$ cat config.mk
export PLATFORM = sky130hd
export DESIGN_NAME = alu_status_reg_flat
export DESIGN_NICKNAME = d
export VERILOG_FILES = /design/src/rtl/alu_status_reg_pkg.sv /design/src/rtl/alu_status_reg_if.sv /design/src/rtl/alu_status_stack.sv /design/src/rtl/alu_status_reg.sv /design/src/flat_wrapper.sv
export SDC_FILE = /design/constraint.sdc
export NUM_CORES = 1
export LEC_CHECK = 0
export BUFFER_PORTS_ARGS = -buffer_cell sky130_fd_sc_hd__buf_2
export CAP_MARGIN = 20
export CORE_ASPECT_RATIO = 1.4
export CORE_MARGIN = 1.5
export CORE_UTILIZATION = 50
export CTS_CLUSTER_DIAMETER = 30
export DETAILED_ROUTE_END_ITERATION = 12
export PLACE_DENSITY = 0.87
export SYNTH_ARGS = -nofsm -noshare
export SYNTH_HDL_FRONTEND = slang
export SYNTH_SLANG_ARGS = --single-unit
$ cat constraint.sdc
create_clock -name clk -period 6.8 [get_ports clk]
set_clock_uncertainty 0.15 [all_clocks]
set_input_delay 0.34 -clock clk [delete_from_list [all_inputs] [get_ports clk]]
set_output_delay 0.34 -clock clk [all_outputs]
set_load 0.005 [all_outputs]
$ cat src/rtl/alu_status_reg_pkg.sv
// alu_status_reg_pkg
//   Shared definitions for the ALU status register slice.
//   - `STATUS_*_BIT : flag bit positions inside the status word (V N Z C).
//     They are normally provided by the components include file.
//     The guards below reuse those values when already defined.
//   - `COND_*       : condition-code encodings 0..15 for cond evaluation.
//   - status_src_e  : selects which source loads the status register.
//   - Default widths/depths for the top-level parameters.

`ifndef STATUS_V_BIT
`define STATUS_V_BIT 3
`endif
`ifndef STATUS_N_BIT
`define STATUS_N_BIT 2
`endif
`ifndef STATUS_Z_BIT
`define STATUS_Z_BIT 1
`endif
`ifndef STATUS_C_BIT
`define STATUS_C_BIT 0
`endif

`ifndef COND_CODES_DEFINED
`define COND_CODES_DEFINED
`define COND_EQ 4'd0
`define COND_NE 4'd1
`define COND_CS 4'd2
`define COND_CC 4'd3
`define COND_MI 4'd4
`define COND_PL 4'd5
`define COND_VS 4'd6
`define COND_VC 4'd7
`define COND_HI 4'd8
`define COND_LS 4'd9
`define COND_GE 4'd10
`define COND_LT 4'd11
`define COND_GT 4'd12
`define COND_LE 4'd13
`define COND_AL 4'd14
`define COND_NV 4'd15
`endif

package alu_status_reg_pkg;

    localparam int STATUS_WIDTH_DEF = 4;
    localparam int STACK_DEPTH_DEF  = 4;

    typedef enum logic [1:0] {
        SRC_HOLD    = 2'd0,
        SRC_RESTORE = 2'd1,
        SRC_SW      = 2'd2,
        SRC_CAPTURE = 2'd3
    } status_src_e;

endpackage

$ cat src/rtl/alu_status_reg_if.sv
// alu_status_if
//   Groups the status-register bus between the ALU/control side (master)
//   and the status register (slave).
//   master drives: alu_so, flags_we, flags_mask, sw_we, sw_data, cond,
//                  save, restore
//   slave drives : status, cond_true, stack_full, stack_empty, stack_err,
//                  sticky_v

interface alu_status_if #(
    parameter int STATUS_WIDTH = 4
);
    logic [STATUS_WIDTH-1:0] alu_so;
    logic                    flags_we;
    logic [STATUS_WIDTH-1:0] flags_mask;
    logic                    sw_we;
    logic [STATUS_WIDTH-1:0] sw_data;
    logic [STATUS_WIDTH-1:0] status;
    logic [3:0]              cond;
    logic                    cond_true;
    logic                    save;
    logic                    restore;
    logic                    stack_full;
    logic                    stack_empty;
    logic                    stack_err;
    logic                    sticky_v;

    modport master (
        output alu_so, flags_we, flags_mask, sw_we, sw_data, cond, save, restore,
        input  status, cond_true, stack_full, stack_empty, stack_err, sticky_v
    );

    modport slave (
        input  alu_so, flags_we, flags_mask, sw_we, sw_data, cond, save, restore,
        output status, cond_true, stack_full, stack_empty, stack_err, sticky_v
    );
endinterface

$ cat src/rtl/alu_status_stack.sv
// alu_status_stack
//   Small LIFO used as the flag shadow stack.
//   Ports:
//     clk, rst_n    : clock, async active-low reset
//     push_i/pop_i  : push data_i / pop the top entry
//     data_i        : value to push
//     top_o         : current top entry (valid when !empty_o)
//     full_o/empty_o: occupancy flags
//     err_o         : sticky error (overflow, underflow, push+pop conflict)
//     push_ok_o     : push is performed this cycle
//     pop_ok_o      : pop is performed this cycle
//     err_evt_o     : this cycle's request is an error and is dropped
//   Entry contents are not reset; only the pointer is.

module alu_status_stack #(
    parameter int WIDTH = 4,
    parameter int DEPTH = 4
) (
    input  logic             clk,
    input  logic             rst_n,
    input  logic             push_i,
    input  logic             pop_i,
    input  logic [WIDTH-1:0] data_i,
    output logic [WIDTH-1:0] top_o,
    output logic             full_o,
    output logic             empty_o,
    output logic             err_o,
    output logic             push_ok_o,
    output logic             pop_ok_o,
    output logic             err_evt_o
);
    localparam int AW = $clog2(DEPTH);
    localparam int PW = AW + 1;

    logic [PW-1:0]    sp_q, sp_d;
    logic             err_q, err_d;
    logic [WIDTH-1:0] mem_q [DEPTH];
    logic [AW-1:0]    top_idx;

    assign full_o  = (sp_q == PW'(DEPTH));
    assign empty_o = (sp_q == '0);

    // Conflicting push+pop is rejected outright, like overflow/underflow.
    assign err_evt_o = (push_i & pop_i) | (push_i & full_o) | (pop_i & empty_o);
    assign push_ok_o = push_i & ~pop_i & ~full_o;
    assign pop_ok_o  = pop_i & ~push_i & ~empty_o;

    // When sp == DEPTH the low bits are 0, so subtracting 1 still lands on DEPTH-1.
    assign top_idx = sp_q[AW-1:0] - AW'(1);
    assign top_o   = mem_q[top_idx];
    assign err_o   = err_q;

    always_comb begin
        sp_d  = sp_q;
        err_d = err_q | err_evt_o;
        if (push_ok_o) begin
            sp_d = sp_q + PW'(1);
        end else if (pop_ok_o) begin
            sp_d = sp_q - PW'(1);
        end
    end

    always_ff @(posedge clk or negedge rst_n) begin
        if (!rst_n) begin
            sp_q  <= '0;
            err_q <= 1'b0;
        end else begin
            sp_q  <= sp_d;
            err_q <= err_d;
        end
    end

    always_ff @(posedge clk) begin
        if (push_ok_o) begin
            mem_q[sp_q[AW-1:0]] <= data_i;
        end
    end
endmodule

$ cat src/rtl/alu_status_reg.sv
// alu_status_reg
//   Holds the ALU status word (V N Z C), feeds it back to the ALU, evaluates
//   a 4-bit condition code against it, and saves/restores it through a
//   shadow stack across exception entry/return.
//   Ports:
//     clk   : clock, rising edge
//     rst_n : async active-low reset
//     bus   : alu_status_if.slave (capture, software write, cond select,
//             save/restore in; status, cond_true, stack flags, sticky_v out)
//   Load priority: valid restore > software write > masked capture.
//   A rejected stack request (overflow, underflow, save+restore) leaves
//   the status untouched for that cycle.
//   Optional: STATUS_STICKY_OV_EN adds a sticky overflow flag; without it
//   sticky_v is tied low.

module alu_status_reg
    import alu_status_reg_pkg::*;
#(
    parameter int STATUS_WIDTH = STATUS_WIDTH_DEF,
    parameter int STACK_DEPTH  = STACK_DEPTH_DEF
) (
    input  logic         clk,
    input  logic         rst_n,
    alu_status_if.slave  bus
);
    logic [STATUS_WIDTH-1:0] status_q, status_d;
    logic [STATUS_WIDTH-1:0] stack_top;
    status_src_e             src;
    logic                    push_ok, pop_ok, err_evt;
    logic                    v, n, z, c;

    alu_status_stack #(
        .WIDTH (STATUS_WIDTH),
        .DEPTH (STACK_DEPTH)
    ) u_stack (
        .clk       (clk),
        .rst_n     (rst_n),
        .push_i    (bus.save),
        .pop_i     (bus.restore),
        .data_i    (status_q),
        .top_o     (stack_top),
        .full_o    (bus.stack_full),
        .empty_o   (bus.stack_empty),
        .err_o     (bus.stack_err),
        .push_ok_o (push_ok),
        .pop_ok_o  (pop_ok),
        .err_evt_o (err_evt)
    );

    always_comb begin
        src = SRC_HOLD;
        if (pop_ok) begin
            src = SRC_RESTORE;
        end else if (!err_evt && bus.sw_we) begin
            src = SRC_SW;
        end else if (!err_evt && bus.flags_we) begin
            src = SRC_CAPTURE;
        end
    end

    always_comb begin
        status_d = status_q;
        case (src)
            SRC_RESTORE: status_d = stack_top;
            SRC_SW:      status_d = bus.sw_data;
            SRC_CAPTURE: status_d = (status_q & ~bus.flags_mask) | (bus.alu_so & bus.flags_mask);
            default:     status_d = status_q;
        endcase
    end

    always_ff @(posedge clk or negedge rst_n) begin
        if (!rst_n) begin
            status_q <= '0;
        end else begin
            status_q <= status_d;
        end
    end

    assign bus.status = status_q;

    assign v = status_q[`STATUS_V_BIT];
    assign n = status_q[`STATUS_N_BIT];
    assign z = status_q[`STATUS_Z_BIT];
    assign c = status_q[`STATUS_C_BIT];

    always_comb begin
        bus.cond_true = 1'b0;
        case (bus.cond)
            `COND_EQ: bus.cond_true = z;
            `COND_NE: bus.cond_true = ~z;
            `COND_CS: bus.cond_true = c;
            `COND_CC: bus.cond_true = ~c;
            `COND_MI: bus.cond_true = n;
            `COND_PL: bus.cond_true = ~n;
            `COND_VS: bus.cond_true = v;
            `COND_VC: bus.cond_true = ~v;
            `COND_HI: bus.cond_true = c & ~z;
            `COND_LS: bus.cond_true = ~c | z;
            `COND_GE: bus.cond_true = (n == v);
            `COND_LT: bus.cond_true = (n != v);
            `COND_GT: bus.cond_true = ~z & (n == v);
            `COND_LE: bus.cond_true = z | (n != v);
            `COND_AL: bus.cond_true = 1'b1;
            `COND_NV: bus.cond_true = 1'b0;
            default:  bus.cond_true = 1'b0;
        endcase
    end

`ifdef STATUS_STICKY_OV_EN
    logic sticky_q, sticky_d;

    // A software write with V=0 wins over any same-cycle set.
    always_comb begin
        sticky_d = sticky_q;
        if (src == SRC_SW && !bus.sw_data[`STATUS_V_BIT]) begin
            sticky_d = 1'b0;
        end else if (status_d[`STATUS_V_BIT]) begin
            sticky_d = 1'b1;
        end
    end

    always_ff @(posedge clk or negedge rst_n) begin
        if (!rst_n) begin
            sticky_q <= 1'b0;
        end else begin
            sticky_q <= sticky_d;
        end
    end

    assign bus.sticky_v = sticky_q;
`else
    assign bus.sticky_v = 1'b0;
`endif
endmodule

$ cat src/flat_wrapper.sv
// flat-port wrapper written by rule: the top's interface ports become plain ports
module alu_status_reg_flat import alu_status_reg_pkg::*;
#(
    parameter int STATUS_WIDTH = STATUS_WIDTH_DEF,
    parameter int STACK_DEPTH  = STACK_DEPTH_DEF
)
  (clk, rst_n, bus_alu_so, bus_flags_we, bus_flags_mask, bus_sw_we, bus_sw_data, bus_cond, bus_save, bus_restore, bus_status, bus_cond_true, bus_stack_full, bus_stack_empty, bus_stack_err, bus_sticky_v);
  alu_status_if #(.STATUS_WIDTH(STATUS_WIDTH)) bus_i ();
  input  logic clk;
  input  logic rst_n;
  input wire logic [$bits(bus_i.alu_so)-1:0] bus_alu_so;
  input wire logic [$bits(bus_i.flags_we)-1:0] bus_flags_we;
  input wire logic [$bits(bus_i.flags_mask)-1:0] bus_flags_mask;
  input wire logic [$bits(bus_i.sw_we)-1:0] bus_sw_we;
  input wire logic [$bits(bus_i.sw_data)-1:0] bus_sw_data;
  input wire logic [$bits(bus_i.cond)-1:0] bus_cond;
  input wire logic [$bits(bus_i.save)-1:0] bus_save;
  input wire logic [$bits(bus_i.restore)-1:0] bus_restore;
  output wire logic [$bits(bus_i.status)-1:0] bus_status;
  output wire logic [$bits(bus_i.cond_true)-1:0] bus_cond_true;
  output wire logic [$bits(bus_i.stack_full)-1:0] bus_stack_full;
  output wire logic [$bits(bus_i.stack_empty)-1:0] bus_stack_empty;
  output wire logic [$bits(bus_i.stack_err)-1:0] bus_stack_err;
  output wire logic [$bits(bus_i.sticky_v)-1:0] bus_sticky_v;
  assign bus_i.alu_so = bus_alu_so;
  assign bus_i.flags_we = bus_flags_we;
  assign bus_i.flags_mask = bus_flags_mask;
  assign bus_i.sw_we = bus_sw_we;
  assign bus_i.sw_data = bus_sw_data;
  assign bus_i.cond = bus_cond;
  assign bus_i.save = bus_save;
  assign bus_i.restore = bus_restore;
  assign bus_status = bus_i.status;
  assign bus_cond_true = bus_i.cond_true;
  assign bus_stack_full = bus_i.stack_full;
  assign bus_stack_empty = bus_i.stack_empty;
  assign bus_stack_err = bus_i.stack_err;
  assign bus_sticky_v = bus_i.sticky_v;
  alu_status_reg #(.STATUS_WIDTH(STATUS_WIDTH), .STACK_DEPTH(STACK_DEPTH)) u_core (.clk(clk), .rst_n(rst_n), .bus(bus_i));
endmodule
==> impl_results.md, run 1 <==
- Register bit total from synthesis: 24
- Root Buffer Master: sky130_fd_sc_hd__clkbuf_4
- Yosys synthesis warning count: 0
- Setup repair after global routing missed its margin: false
- TritonCTS Buffers: 3
- Primary FF master, synth: sky130_fd_sc_hd__edfxtp_1
- Number of nets in the layout: about 170
- Fraction of the yosys area taken by sequential cells: 0.499
- Leading area contributor after synthesis: sky130_fd_sc_hd__edfxtp_1
- Number of max-cap violations: 0
- Final number of setup-violating endpoints: 0
- Post-layout minimum cycle time: 2.59 ns
- TritonCTS clock tree: done
- Unique masters post-synth: 40
- HPWL after detailed placement: 2150 um
- DRT Wirelength: 2950 um
- Sinks on the clock net: 24
- Resized cells post-CTS: 0
- Crit path max-delay family: adder cells
- Proportion of netlist area held by the largest area contributor: 0.352
- Startpoint-to-endpoint class of the critical path: reg -> reg
- Initial core utilization: 0.522
- Arrival time worst endpoint: 2.65 ns
- Pwr/cell area: 360 nW/um^2
- Worst-skew pair later-pin latency: between 0.3 and 0.4 ns
- Total number of vias: ~1000
- Area of the die: a little over 3000 um^2
- Final period utilization: 0.381
- CP max stage cell: sky130_fd_sc_hd__dfrtp_1
- Critical Path Start Type: flop
- Count of flip-flops with a built-in enable after synthesis: 16
- Number of nets with antenna violations after routing: 0
- Highest cell delay on the worst timing path: 0.64 ns
- Main area contributors after synthesis: sky130_fd_sc_hd__edfxtp_1, sky130_fd_sc_hd__dfrtp_1, sky130_fd_sc_hd__mux4_1
- Global-route wire length before repair: 4510 um
- Pin count of the biggest net entering global routing: 15
- Static Leakage: 0.675 nW
- Required time of the critical path: 6.86 ns
- Total non-filler cell area in the finished layout: 1580 um^2
- Clock transition at path regs: 0.13 ns
- Worst hold path type: in -> reg
- Maximum root-to-sink buffer count: 2
- Sum of overflow across all layers after global routing: 0
- Antenna violations before repair: 0
- Post-synthesis average cell area: 12.2 um^2
- Total track usage: 0.213
- 1st-iter DRT viols: 43
- H-Tree Level Count: 1
- Fraction of final layout cells with drive strength greater than 1: 0.271
- Count of input and output buffers: 29
- Total iterations of the first detailed-routing run: 4
- Detail-routed via count per cell: 5.85
- Instance area at placement: ~1500 um^2
- Standard-cell row count: 22
- Area of the core: 2620 um^2
- Horizontal extent of the die: 47.1 um
- Post-synth net total: around 140
- Netlist Area Pre-Place: 1360 um^2
- Post-detailed-route wirelength per cell: roughly 17 um
- Final Max Slew Viols: 0
- Peak fanout along the critical path: 9
- Cells along the critical path: inv_1, ha_1, a21oi_1, and2_1, inv_1, fa_1, mux2_1
- Number of hold violations in the final report: 0
- Cell count after synthesis: 112
- Via count of the first global-routing pass: between 900 and 1000
- Number of diodes: 0
- Peak Freq: 0.386 GHz
- Area overhead of the layout relative to synthesis: 16.0%
- Floorplan die height: approximately 65 um
- Kind of end point of the critical path: flop
- Result of the run: finished clean
- Number of buffer and inverter stages on the critical path: 2
- Worst path most repeated cell: sky130_fd_sc_hd__inv_1
- Maximum resistive drop on vdd: 0.149 mV
- Number of top-level pins: 31
- Number of remaining DRC errors: 0
- Post-Route Setup TNS: 0 ns
- Last weighted congestion value of the routability-driven placer: 0.773
- Synth async-reset ratio: 0.333
## area by class of cell
cell class / instances / area [um^2]
fillers: 211 / 1030
clock buffers: 3 / 22.5
flip-flops and latches: 24 / 681
multi-input cells: 77 / 629
inverters: 5 / 18.8
clock inverters: 1 / 30.0
repair buffers: 30 / 155
well taps: 36 / 45.0
## flip-flops by register name (all words and copies together) (netlist names)
name,flops
u_core.u_stack.mem_q,16
u_core.bus.status,4
u_core.u_stack.err_o,1
u_core.u_stack.sp_q,3
## placed cells by master, fill, tap and decap left out, drive strengths merged, types with 2 or more instances in the layout
master   n
a221o    2
a22oi    3
mux4     4
clkbuf   3
inv      5
a221oi   2
dfrtp    8
nor2b    2
nand2    3
nor3     5
nor2     7
o21ai    5
and3     6
nand3    6
xnor2    3
nand2b   3
edfxtp  16
and2     2
buf     29
ha       4
mux2i    5
## cells in the mapped netlist (all sizes together), types with 2 or more instances
library cell	instances
a221o	2
a221oi	2
a22oi	3
and2	2
and3	6
buf	3
clkbuf	3
dfrtp	8
edfxtp	16
ha	4
inv	5
mux2i	5
mux4	4
nand2	3
nand2b	3
nand3	6
nor2	7
nor2b	2
nor3	5
o21ai	5
xnor2	3
## metrics by stage
step	worst slack [ns]	total power [mW]	cells	hold slack, ns	utilization
finish	4.21	0.569	176	0.0803	0.605
global route	4.04	0.603	176	0.0860	0.605
detailed placement	4.24	0.464	171	0.0527	0.581
floorplan	4.55	0.396	112	-0.106	-
CTS	4.22	0.570	176	0.0746	0.605
global placement	4.41	0.447	171	0.0396	0.581
## power breakdown
group          switching (mW)  total [mW]  leakage [nW]  internal, mW
registers              0.0599       0.264         0.240         0.204
clock network          0.0425       0.102        0.0279        0.0596
logic                  0.0970       0.203         0.407         0.106
total                   0.199       0.569         0.675         0.369
## cells by family (layout without fill, tap and decap cells)
group / count (synthesis) / after routing / share of synthesized area
other: 1 / 1 / 0.00275
and+or+nand+nor: 37 / 37 / 0.155
xor gates and xnor gates: 3 / 3 / 0.0193
muxes: 10 / 10 / 0.119
adders and majority gates: 5 / 5 / 0.0514
DFF: 24 / 24 / 0.499
AOI/OAI and AO/OA: 21 / 21 / 0.114
buffers and inverters: 11 / 39 / 0.0394
## worst reg2reg max path, delay by kind of cell, from the launching register on
family          cells  cell delay [ns]
simple gates        1             0.21
mux                 1             0.29
flops               1             0.64
compound gates      1             0.29
fa+ha+maj           2             0.71
buf+inv             2             0.20
## final timing paths
check,startpoint,endpoint,slack (ns),depth (start not counted)
max,u_core.u_stack.sp_q[0],u_core.u_stack.sp_q[1],4.21,7
min,bus_sw_data[3],u_core.bus.status[3],0.08,3
max reg2reg,u_core.u_stack.sp_q[0],u_core.u_stack.sp_q[1],4.21,7
min reg2reg,u_core.u_stack.err_o,u_core.u_stack.err_o,0.38,1
max in group asynchronous,rst_n,u_core.bus.status[0],6.09,2
min in group asynchronous,rst_n,u_core.u_stack.sp_q[0],0.23,2
## routing by layer
layer | vias up | share of wire | track usage
li1 | 478 | - | -
met2 | 41 | 0.52 | 0.358
met3 | 8 | 0.054 | 0.0390
met4 | 0 | 0.026 | 0.0868
met1 | 502 | 0.40 | 0.257
met5 | - | 0 | 0
## timing repair
item                                   in CTS  in global routing
setup buffers                               0                  0
hold buffers                                1                  0
endpoints found under the hold margin       8                  0
Power figures use the tool's default switching activity.
==> inputs of run 2 (changes only) <==
- clock period: 6.8 -> 2.4 ns (I/O delays scaled with it)
==> run 2 against run 1 <==
  * Sequential share of layout area down 3.3 points
  * First-iteration DRC count up 9.3%
  * Register-to-register slack worse by 4.1 ns
  * Global-route usage rose by 3.5 points
  * Clock-buffer cell count grew 1
  * Critical endpoint unchanged
  * Via count increased by 6.7%
  * Design area up 8.4%
  * Largest power group unchanged
  * Cell count increased by 8.5%
  * Die area stayed put
  * Fmax rose by 14%
  * Routed wire length up 8.2%
  * Combinational power grew to 3.3 times the previous value
==> impl_results.md, run 2 (synthesis gave the netlist of run 1 again) <==
- Required time of the critical path: 2.46 ns (-4.40 ns)
- Post-layout minimum cycle time: 2.28 ns (-0.308 ns)
- Number of diodes: 0 (unchanged)
- Standard-cell row count: 22 (unchanged)
- Most utilized layer in the global route result: met2
- Number of nets in the layout: 183 (+8.9%)
- Number of max-cap violations: 0 (unchanged)
- Total track usage: 0.248 (+0.0346)
- Pin count of the biggest net entering global routing: 14 (-1)
- Worst Reg-to-Reg Cells: 7 (unchanged)
- Post-placement setup slack: 0.0988 ns (-4.14 ns)
- Last weighted congestion value of the routability-driven placer: 0.774 (+0.18%)
- Number of hold violations in the final report: 0 (unchanged)
- Worst R2R Setup Slack: 0.12 ns (-4.09 ns)
- Highest cell delay on the worst timing path: 0.44 ns (-0.20 ns)
- Critical Path Start Type: flop
- Most common cell after layout, fill and taps aside: sky130_fd_sc_hd__buf_2
- Number of remaining DRC errors: 0 (unchanged)
- Commonest cells after routing, fill and taps aside: sky130_fd_sc_hd__buf_2, sky130_fd_sc_hd__edfxtp_1, sky130_fd_sc_hd__dlygate4sd3_1, sky130_fd_sc_hd__dfrtp_1
- Peak fanout along the critical path: 6 (-3)
- Horizontal extent of the die: 47.1 um (unchanged)
- Critical register-to-register path endpoint: u_core.u_stack.sp_q[1]
- Clock transition at path regs: 0.13 ns (about the same)
- Endpoint of the most critical setup path: u_core.u_stack.sp_q[1]
- Smallest hold slack: 0.0256 ns (-0.0547 ns)
- Area overhead of the layout relative to synthesis: 25.7%
- Total iterations of the first detailed-routing run: 4 (unchanged)
- Worst path most repeated cell: sky130_fd_sc_hd__inv_1
- Design Power: 1.59 mW (+180%)
- Final Max Slew Viols: 0 (unchanged)
- Antenna violations before repair: 0 (unchanged)
- GR met3 Demand/Resource: 0.0446 (+0.00557)
- Kind of end point of the critical path: flop
- TritonCTS Buffers: 3 (unchanged)
- Post-detailed-route wirelength per cell: 16.7 um (-0.26%)
- Arrival time worst endpoint: 2.34 ns (-0.31 ns)
- Maximum resistive drop on vdd: 0.500 mV (+240%)
- CP max stage cell: sky130_fd_sc_hd__fa_1
- Fraction of final layout cells with drive strength greater than 1: 0.271 (-0.000461)
- Worst-skew pair later-pin latency: 0.33 ns (+0.02 ns)
- Post-layout worst setup margin: 0.118 ns (-4.09 ns)
- Routing usage on met2: 0.416 (+0.0582)
- Sum of overflow across all layers after global routing: 0 (unchanged)
- DRT Wirelength: 3190 um (+8.2%)
- Root Buffer Master: sky130_fd_sc_hd__clkbuf_4
- Cells along the critical path: inv_1, ha_1, a21oi_1, and2_1, inv_1, fa_1, mux2_1
- Worst r2r src: u_core.u_stack.sp_q[1]
- Total number of vias: 1098 (+6.7%)
- Global routing met1 resource utilization: 0.273 (+0.0161)
- Startpoint-to-endpoint class of the critical path: reg -> reg
- 1st-iter DRT viols: 47 (+9.3%)
- Result of the run: finished clean
- Count of input and output buffers: 29 (unchanged)
- Final period utilization: 0.951 (+0.570)
- Maximum root-to-sink buffer count: 2 (unchanged)
- Number of top-level pins: 31 (unchanged)
- Global-route wire length before repair: 5220 um (+16%)
- Sinks on the clock net: 24 (unchanged)
- Flip-flop count of the largest register after layout: 16 (unchanged)
- Startpoint of the worst setup timing path: u_core.u_stack.sp_q[1]
- Static Leakage: 0.720 nW (+6.8%)
- Detail-routed via count per cell: 5.75 (-1.7%)
- Number of nets with antenna violations after routing: 0 (unchanged)
- Pwr/cell area: 926 nW/um^2 (+160%)
- Via count of the first global-routing pass: 1110 (+13%)
- Setup repair after global routing missed its margin: false
- Area of the core: 2620 um^2 (unchanged)
- Post-Route Setup TNS: 0 ns (unchanged)
- Final number of setup-violating endpoints: 0 (unchanged)
- Peak Freq: 0.438 GHz (+14%)
- Area of the die: 3050 um^2 (unchanged)
- H-Tree Level Count: 1 (unchanged)
- TritonCTS clock tree: done
- Worst hold path type: in -> reg
- Initial core utilization: 0.522 (unchanged)
- Floorplan die height: 64.8 um (unchanged)
- HPWL after detailed placement: 2230 um (+3.8%)
-- run 2: changes by cell type in the layout (fill, tap and decap cells not counted), sizes merged --
| cell | previous run | this run |
|---|---|---|
| bufinv | 1 | 0 |
| dlygate4sd3 | 1 | 14 |
| buf | 29 | 31 |
| clkbuf | 3 | 4 |
-- run 2: power by group --
group          total [mW]  internal [mW]  switching (mW)
logic               0.660          0.334           0.326
registers           0.716          0.580           0.136
clock network       0.212         0.0930           0.119
total                1.59           1.01           0.581
-- run 2: how the worst min path moves through the flow --
| stage | startpoint | end | slack, ns | depth (start not counted) |
|---|---|---|---|---|
| finish | bus_save | u_core.u_stack.err_o | 0.03 | 2 |
| detailed placement | rst_n | u_core.u_stack.sp_q[1] | -0.18 | 1 |
| floorplan | rst_n | u_core.bus.status[0] | -0.33 | 0 |
| global placement | rst_n | u_core.u_stack.sp_q[0] | -0.18 | 1 |
| CTS | bus_flags_mask[2] | u_core.bus.status[2] | 0.01 | 4 |
| global route | bus_flags_mask[2] | u_core.bus.status[2] | 0.03 | 4 |
-- run 2: area by class of cell --
cell class,instances,area (um^2)
inverters,5,18.8
repair buffers,45,300
flip-flops and latches,24,682
multi-input cells,77,632
clock buffers,4,36.3
fillers,190,901
well taps,36,45.0
-- run 2: layer usage --
layer	wire (um)	up-vias
li1	-	510
met1	1270	534
met2	1670	41
met3	112	13
met4	145	0
met5	0	-
-- run 2: what timing repair did --
action | CTS | global route
hold buffers | 14 | 0
hold endpoints to repair | 13 | 0
endpoints found under the setup margin | 0 | 4
resized for setup | 0 | 2
buffers inserted | 0 | 0
-- run 2: per-stage QoR --
stage	util	area (um^2)	std cells
2_1_floorplan	-	1360	112
3_3_place_gp	0.587	1530	173
3_5_place_dp	0.587	1530	173
4_1_cts	0.654	1710	191
5_1_grt	0.656	1710	191
6_report	0.656	1710	191
-- run 2: critical path: cells and delay by family, from the launching register on --
family,cells,cell delay [ns]
buffers and inverters,2,0.15
AND/OR/NAND/NOR,1,0.20
multiplexers,1,0.30
flip-flops,1,0.43
adder cells (fa/ha/maj),2,0.70
AO/OA/AOI/OAI,1,0.24
